[src/rtl/hazard_stall_controller.sv]
// rtl/hazard_stall_controller.sv - load-use, branch-flush and mult/div stall sequencing for the 5-stage core
// Advance/stall/flush decisions are combinational; state, wait count and stall counter are registered.
module hazard_stall_controller #(
  parameter int unsigned MULDIV_CYCLES = 4,
  parameter int unsigned CNT_W         = 16
) (
  input  logic             Clk,
  input  logic             Rst_n,
  input  logic             IDEX_MemRead,
  input  logic [4:0]       IDEX_RT,
  input  logic [4:0]       IFID_RS,
  input  logic [4:0]       IFID_RT,
  input  logic             IFID_UsesRT,
  input  logic             IFID_MulDiv,
  input  logic             BranchTaken,
  output logic             PCWrite,
  output logic             IFIDWrite,
  output logic             IFIDFlush,
  output logic             IDEXFlush,
  output logic             Busy,
  output logic [CNT_W-1:0] StallCycles
);

  typedef enum logic [1:0] {RUN, LOAD_STALL, MD_WAIT} state_t;

  localparam logic [7:0] MD_LOAD = 8'(MULDIV_CYCLES - 1);

  state_t           state_q, state_d;
  logic [7:0]       cnt_q, cnt_d;
  logic [CNT_W-1:0] stall_q, stall_d;
  logic             luse;

  assign luse = IDEX_MemRead && (IDEX_RT != 5'd0) &&
                ((IDEX_RT == IFID_RS) || (IFID_UsesRT && (IDEX_RT == IFID_RT)));

  always_comb begin
    PCWrite   = 1'b1;
    IFIDWrite = 1'b1;
    IFIDFlush = 1'b0;
    IDEXFlush = 1'b0;
    state_d   = state_q;
    cnt_d     = cnt_q;
    if (!Rst_n || BranchTaken) begin
      // squash both front-end registers; any pending stall dies with the ID instruction
      IFIDFlush = 1'b1;
      IDEXFlush = 1'b1;
      state_d   = RUN;
      cnt_d     = 8'd0;
    end else begin
      unique case (state_q)
        RUN, LOAD_STALL: begin
          if (state_q == RUN && luse) begin
            PCWrite   = 1'b0;
            IFIDWrite = 1'b0;
            IDEXFlush = 1'b1;
            state_d   = LOAD_STALL;
          end else if (IFID_MulDiv) begin
            PCWrite   = 1'b0;
            IFIDWrite = 1'b0;
            IDEXFlush = 1'b1;
            cnt_d     = MD_LOAD;
            state_d   = MD_WAIT;
          end else begin
            state_d   = RUN;
          end
        end
        MD_WAIT: begin
          if (cnt_q != 8'd0) begin
            PCWrite   = 1'b0;
            IFIDWrite = 1'b0;
            IDEXFlush = 1'b1;
            cnt_d     = cnt_q - 8'd1;
          end else begin
            state_d   = RUN;
          end
        end
        default: begin
          state_d = RUN;
          cnt_d   = 8'd0;
        end
      endcase
    end
  end

  always_comb begin
    stall_d = stall_q;
    if (!PCWrite && (stall_q != {CNT_W{1'b1}})) begin
      stall_d = stall_q + CNT_W'(1);
    end
  end

  always_ff @(posedge Clk) begin
    if (!Rst_n) begin
      state_q <= RUN;
      cnt_q   <= 8'd0;
      stall_q <= '0;
    end else begin
      state_q <= state_d;
      cnt_q   <= cnt_d;
      stall_q <= stall_d;
    end
  end

  assign Busy        = Rst_n && (state_q != RUN);
  assign StallCycles = stall_q;

endmodule
[config.mk]
export PLATFORM = sky130hd
export DESIGN_NAME = hazard_stall_controller
export DESIGN_NICKNAME = d
export VERILOG_FILES = /design/src/rtl/hazard_stall_controller.sv
export SDC_FILE = /design/constraint.sdc
export NUM_CORES = 1
export LEC_CHECK = 0
export CAP_MARGIN = 15
export CELL_PAD_IN_SITES_DETAIL_PLACEMENT = 2
export CELL_PAD_IN_SITES_GLOBAL_PLACEMENT = 2
export CORE_AREA = 2 2 77 79
export DETAILED_ROUTE_END_ITERATION = 7
export DIE_AREA = 0 0 79 81
export PLACE_DENSITY = 0.89
export SLEW_MARGIN = 30
export SYNTH_ARGS = -nofsm -noshare
export SYNTH_HDL_FRONTEND = slang
export SYNTH_SLANG_ARGS = --single-unit
export TNS_END_PERCENT = 10
[constraint.sdc]
create_clock -name Clk -period 3.99 [get_ports Clk]
set_input_delay 0.399 -clock Clk [delete_from_list [all_inputs] [get_ports Clk]]
set_output_delay 0.399 -clock Clk [all_outputs]
set_load 0.05 [all_outputs]
==> results.py, run 1 <==
metrics = {
    "outcome": {
        "outcome": "finished clean",
    },
    "logic_synthesis": {
        "synth_seq_cells": 26,
        "async_flop_share_pct": 0,
        "synth_area_per_cell_um2": 8.10,
        "synth_warnings": 0,
        "ys_types": 45,
        "synth_area_um2": 1560,
        "ys_seq_area_share_pct": 33.5,
        "synth_top_area_share_pct": 33.5,
        "ys_top_cells_by_count": "dfxtp_1, nand2_1, nor2_1",
        "synthTopCellsByArea": "dfxtp_1, xnor2_1, nand2_1, a21oi_1, mux2i_1",
        "synth_edf_count": 0,
        "synthCells": 192,
        "synth_most_common_cell": "dfxtp_1",
        "syn-num-nets": 215,
        "synth_ff_type": "dfxtp_1",
        "synth_top_area_cell": "dfxtp_1",
    },
    "timing": {
        "slew_violations": 0,
        "layout_setup_ws_ns": 0.625,
        "post-route-period-util_pct": 84.3,
        "fmax_ghz": 0.297,
        "timing.final.crit_period_ns": 3.37,
        "setup_violations": 0,
        "finClkSkew_ns": 0.00603,
        "tightest_slew_ns": 0.891,
        "fin_tns_setup_ns": 0,
        "rsz0062_at_grt": "no",
        "slew_headroom_pct": 40.2,
        "finalHoldViolCount": 0,
    },
    "drt": {
        "drt-pass1-iter-count": 4,
        "totalWireLength_mm": 5.06,
        "viasPerCell": 5.27,
        "antenna_left": 0,
        "vias": 1629,
        "post_drt_wl_per_cell_um": 16.4,
        "drc": 0,
        "drtIter0Drc": 28,
    },
    "global_routing": {
        "grt.overflow.total": 0,
        "grt_pass1_wl_mm": 8.36,
        "antenna_found_initial": 0,
        "grt_max_degree": 22,
        "track_usage_pct": 16.6,
        "grt_pass1_vias": 1765,
    },
    "power": {
        "p_switching_uw": 163,
        "power_frac_seq_pct": 44.0,
        "p_int_uw": 445,
        "powerDensity_nw_per_um2": 289,
        "ir_drop_mv": 0.179,
        "clkPwrFrac_pct": 37.7,
        "p_leak_uw": 0.000705,
        "power_frac_comb_pct": 18.4,
        "switching_share_pct": 26.8,
    },
    "die": {
        "rows": 28,
        "die_x_um": 79,
        "core_um2": 5680,
        "die_h_um": 81,
        "start_util_pct": 27.4,
        "top_level_ports": 42,
        "die_area_um2": 6400,
    },
    "clock_tree": {
        "cts_root_buf": "clkbuf_8",
        "cts_inserted_buffers": 3,
        "clkLatencyLatePin_ns": 0.28,
        "cts_resized": 0,
        "htree_levels": 1,
        "cts_max_path_buffers": 2,
        "postCtsHoldBufs": 0,
        "postCtsSetupBuffers": 0,
        "clock-sinks": 26,
        "tritoncts": "done",
        "clk_pin_slew_ns": 0.10,
    },
    "setup_path": {
        "critPathKind": "reg2out",
        "crit_fanout": 5,
        "required_ns": 3.59,
        "crit_path_cell_trace": "inv_1 -> ha_1 -> nor4b_4 -> a21oi_2 -> a21oi_1 -> o21ai_0 -> nand2_1 -> clkdlybuf4s50_1",
        "cp_data_arrival_time_ns": 2.97,
        "endpoint_kind": "output pin",
        "slowest_delay_ns": 0.81,
        "critPathLaunchType": "flip-flop",
        "cpMaxStageDelayCell": "clkdlybuf4s50_1",
    },
    "layout": {
        "final_layout_size_suffix_gt1_share_pct": 6.41,
        "antennaDiodeCount": 0,
        "stdcell_count": 309,
        "nets": 258,
        "syn_to_final_growth_pct": 35.0,
    },
    "worst_hold_path": {
        "hold_path.class": "reg2reg",
    },
    "place": {
        "dpl.hpwl_mm": 3.79,
        "preCtsSetupSlack_ns": 0.656,
        "placed_cells": 305,
        "io_buffers": 41,
        "gp_congestion": 0.768,
    },
    "flow_run": {
        "drv_cap": 0,
    },
}
## area by class of cell
cell class	instances	area, um^2
well taps	75	93.8
clock inverters	1	30.0
fillers	661	3580
multi-input cells	155	966
clock buffers	3	41.3
flip-flops and latches	26	520
repair buffers	43	425
inverters	6	22.5
## metrics by stage
step | utilization (%) | cell area (um^2) | hold slack, ns | power [uW]
global placement | 35.7 | 2030 | 0.474 | 380
global route | 37.0 | 2100 | 0.532 | 636
CTS | 37.0 | 2100 | 0.505 | 613
floorplan | - | 1560 | 0.458 | 342
finish | 37.0 | 2100 | 0.498 | 607
detailed placement | 35.7 | 2030 | 0.480 | 384
## power groups by stage
stage               clock [uW]  combinational, uW  sequential, uW
floorplan                    0               66.1             276
CTS                        233                113             267
detailed placement           0                111             273
global route               247                121             268
finish                     229                112             267
global placement             0                108             273
## registers in the layout, summed over array words and instances, names as in the netlist
signal and flops:
StallCycles 16, cnt_q 8, state_q 2
## final timing paths
path                                      from              to  slack, ns  cells after the start
worst max-delay path                  cnt_q[0]       IFIDWrite       0.62                      8
worst max register to register        cnt_q[0]  StallCycles[9]       1.32                      8
worst min-delay path            StallCycles[4]  StallCycles[4]       0.50                      2
worst min register to register  StallCycles[4]  StallCycles[4]       0.50                      2
## layout by cell type, fill, tap and decap left out, types with 2 or more instances in the layout
cell and n:
dfxtp_1 26, nand3_1 11, a211oi_1 3, nand4_1 8
o211ai_1 4, and3_1 4, nor3_1 7, mux2i_1 7
nor3_2 2, buf_4 2, o21ai_1 4, nand2b_1 4
clkdlybuf4s50_1 41, ha_1 2, nand2_1 21, xnor2_1 10
nor2_1 17, or3_1 4, o21a_1 2, o21ai_0 7
o31ai_1 3, inv_1 5, or4_1 3, clkbuf_8 3
a21oi_1 14
## per-layer routing
layer | wire length (um) | vias up | global-route usage [%]
li1 | - | 793 | -
met1 | 2260 | 803 | 19.8
met2 | 2590 | 29 | 31.1
met3 | 152 | 4 | 1.78
met4 | 51 | 0 | 5.17
met5 | 0 | - | 0
## cell families after synthesis
family / share of synthesized area, %
flops: 33.5
buf+inv: 4.43
xor+xnor: 5.63
fa+ha+maj: 1.61
simple gates: 31.8
compound gates: 18.6
mux: 4.51
## critical path, delay by kind of cell, from the launching register on
kind,cells,cell delay [ns]
DFF,1,0.32
adders and majority gates,1,0.26
and+or+nand+nor,2,0.49
AOI/OAI and AO/OA,3,0.70
buffers and inverters,2,0.91
Note: power is estimated with default switching activity, not from simulation.
==> run 2: changes to the inputs <==
--- a/config.mk
+++ b/config.mk
@@ -8,10 +8,10 @@
 export CAP_MARGIN = 15
 export CELL_PAD_IN_SITES_DETAIL_PLACEMENT = 2
 export CELL_PAD_IN_SITES_GLOBAL_PLACEMENT = 2
-export CORE_AREA = 2 2 77 79
+export CORE_AREA = 2 2 84 86
 export DETAILED_ROUTE_END_ITERATION = 7
-export DIE_AREA = 0 0 79 81
-export PLACE_DENSITY = 0.89
+export DIE_AREA = 0 0 86 88
+export PLACE_DENSITY = 0.8
 export SLEW_MARGIN = 30
 export SYNTH_ARGS = -nofsm -noshare
 export SYNTH_HDL_FRONTEND = slang
==> constraint.sdc (replaced) <==
create_clock -name Clk -period 2.75 [get_ports Clk]
set_input_delay 0.275 -clock Clk [delete_from_list [all_inputs] [get_ports Clk]]
set_output_delay 0.275 -clock Clk [all_outputs]
set_load 0.05 [all_outputs]
==> results.py, run 2 (synthesis gave the netlist of run 1 again) <==
metrics = {
    "timing": {
        "rsz0062_at_grt": "no",
        "finalHoldViolCount": 0,
        "slew_headroom_pct": 66.3,
        "fin_tns_setup_ns": 0,
        "layout_setup_ws_ns": 0.312,
        "setup_violations": 0,
        "tightest_slew_ns": 0.504,
        "post-route-period-util_pct": 88.6,
        "finClkSkew_ns": 0.00949,
        "timing.final.crit_period_ns": 2.44,
        "fmax_ghz": 0.410,
        "slew_violations": 0,
    },
    "setup_path": {
        "endpoint_kind": "output pin",
        "cp_data_arrival_time_ns": 2.16,
        "cpMaxStageDelayCell": "or4_4",
        "cp.buffers_inverters": 2,
        "slowest_delay_ns": 0.55,
        "critPathTopFamily": "simple AND/OR/NAND/NOR gates",
        "crit_fanout": 5,
        "critPathKind": "in2out",
        "required_ns": 2.48,
        "cp.depth": 6,
        "critPathLaunchType": "primary input",
        "rr_worst_depth": 9,
        "crit_path_cell_trace": "clkdlybuf4s50_1 -> or4_4 -> o211ai_1 -> o21ai_1 -> nand2_1 -> buf_12",
    },
    "clock_tree": {
        "clk_pin_slew_ns": 0.09,
        "clkLatencyLatePin_ns": 0.28,
        "cts_root_buf": "clkbuf_8",
        "cts_inserted_buffers": 3,
        "postCtsSetupBuffers": 0,
        "clock-sinks": 26,
        "tritoncts": "done",
        "htree_levels": 1,
        "cts_max_path_buffers": 2,
    },
    "global_routing": {
        "grt_pass1_wl_mm": 7.95,
        "grt.overflow.total": 0,
        "grt_max_degree": 22,
        "grt_pass1_vias": 1678,
        "antenna_found_initial": 0,
        "track_usage_pct": 13.0,
    },
    "flow_run": {
        "drv_cap": 0,
    },
    "place": {
        "io_buffers": 41,
        "dpl.hpwl_mm": 3.63,
        "gp_congestion": 0.783,
        "preCtsSetupSlack_ns": 0.129,
    },
    "die": {
        "die_x_um": 86,
        "start_util_pct": 23.4,
        "die_h_um": 88,
        "top_level_ports": 42,
        "core_um2": 6640,
        "rows": 30,
        "die_area_um2": 7570,
    },
    "power": {
        "ir_drop_mv": 0.163,
        "p_leak_uw": 0.000711,
        "powerDensity_nw_per_um2": 372,
    },
    "worst_hold_path": {
        "min_path_cells": 2,
        "hold_path.class": "reg2reg",
    },
    "drt": {
        "drtIter0Drc": 46,
        "vias": 1594,
        "drt-pass1-iter-count": 4,
        "antenna_left": 0,
        "totalWireLength_mm": 4.68,
        "drc": 0,
        "post_drt_wl_per_cell_um": 14.9,
        "viasPerCell": 5.08,
    },
    "layout": {
        "mostFrequentLayoutCell": "clkdlybuf4s50_1",
        "nets": 259,
        "antennaDiodeCount": 0,
        "fill_cells": 748,
        "syn_to_final_growth_pct": 35.0,
        "largest_reg_flops": 16,
        "final_cell_mix": "clkdlybuf4s50_1, dfxtp_1, nand2_1, nor2_1, a21oi_1",
        "final_layout_size_suffix_gt1_share_pct": 8.97,
    },
    "outcome": {
        "outcome": "finished clean",
    },
}
-- run 2: what timing repair did --
| action | 4_1_cts | 5_1_grt |
|---|---|---|
| gates resized for setup | 0 | 2 |
| hold buffers | 0 | 0 |
| endpoints found under the setup margin | 0 | 2 |
| hold endpoints to repair | 0 | 0 |
-- run 2: through the flow --
stage	util [%]	total power, uW	hold WS, ns	instance area [um^2]	instances
after CTS	31.5	790	0.501	2100	314
after floorplan	-	496	0.426	1560	192
after global routing	31.6	821	0.535	2100	314
after global placement	30.9	559	0.474	2050	311
after detailed placement	30.9	562	0.485	2050	311
final	31.6	781	0.496	2100	314
-- run 2: cell type report --
cell class	instances	area, um^2	share of cell area (%)
Multi-Input combinational cell	155	970	46.2
Sequential cell	26	520	24.8
Timing Repair Buffer	44	445	21.2
Tap cell	80	100	4.77
Clock buffer	3	41.3	1.97
Inverter	6	22.5	1.07
-- run 2: report_power, final --
part / internal, uW / total (uW) / switching (uW)
Sequential: 381 / 387 / 5.59
Clock: 98.5 / 228 / 129
Combinational: 72.8 / 166 / 93.1
-- run 2: worst min-delay path, stage by stage, from the launching register on --
cell and delay, ns:
dfxtp_1 0.34, nand3_1 0.07, nand2_1 0.05
-- run 2: layer usage --
layer / part of all wire, % / GRT usage, %
met1: 45 / 15.5
met2: 51 / 24.0
met3: 3.0 / 1.70
met4: 0.86 / 4.33
met5: 0 / 0
-- run 2: final timing paths --
check	start	end	slack, ns
max reg2reg	cnt_q[0]	StallCycles[15]	0.56
min	cnt_q[7]	cnt_q[6]	0.50
max	IDEX_RT[2]	PCWrite	0.31
min reg2reg	cnt_q[7]	cnt_q[6]	0.50
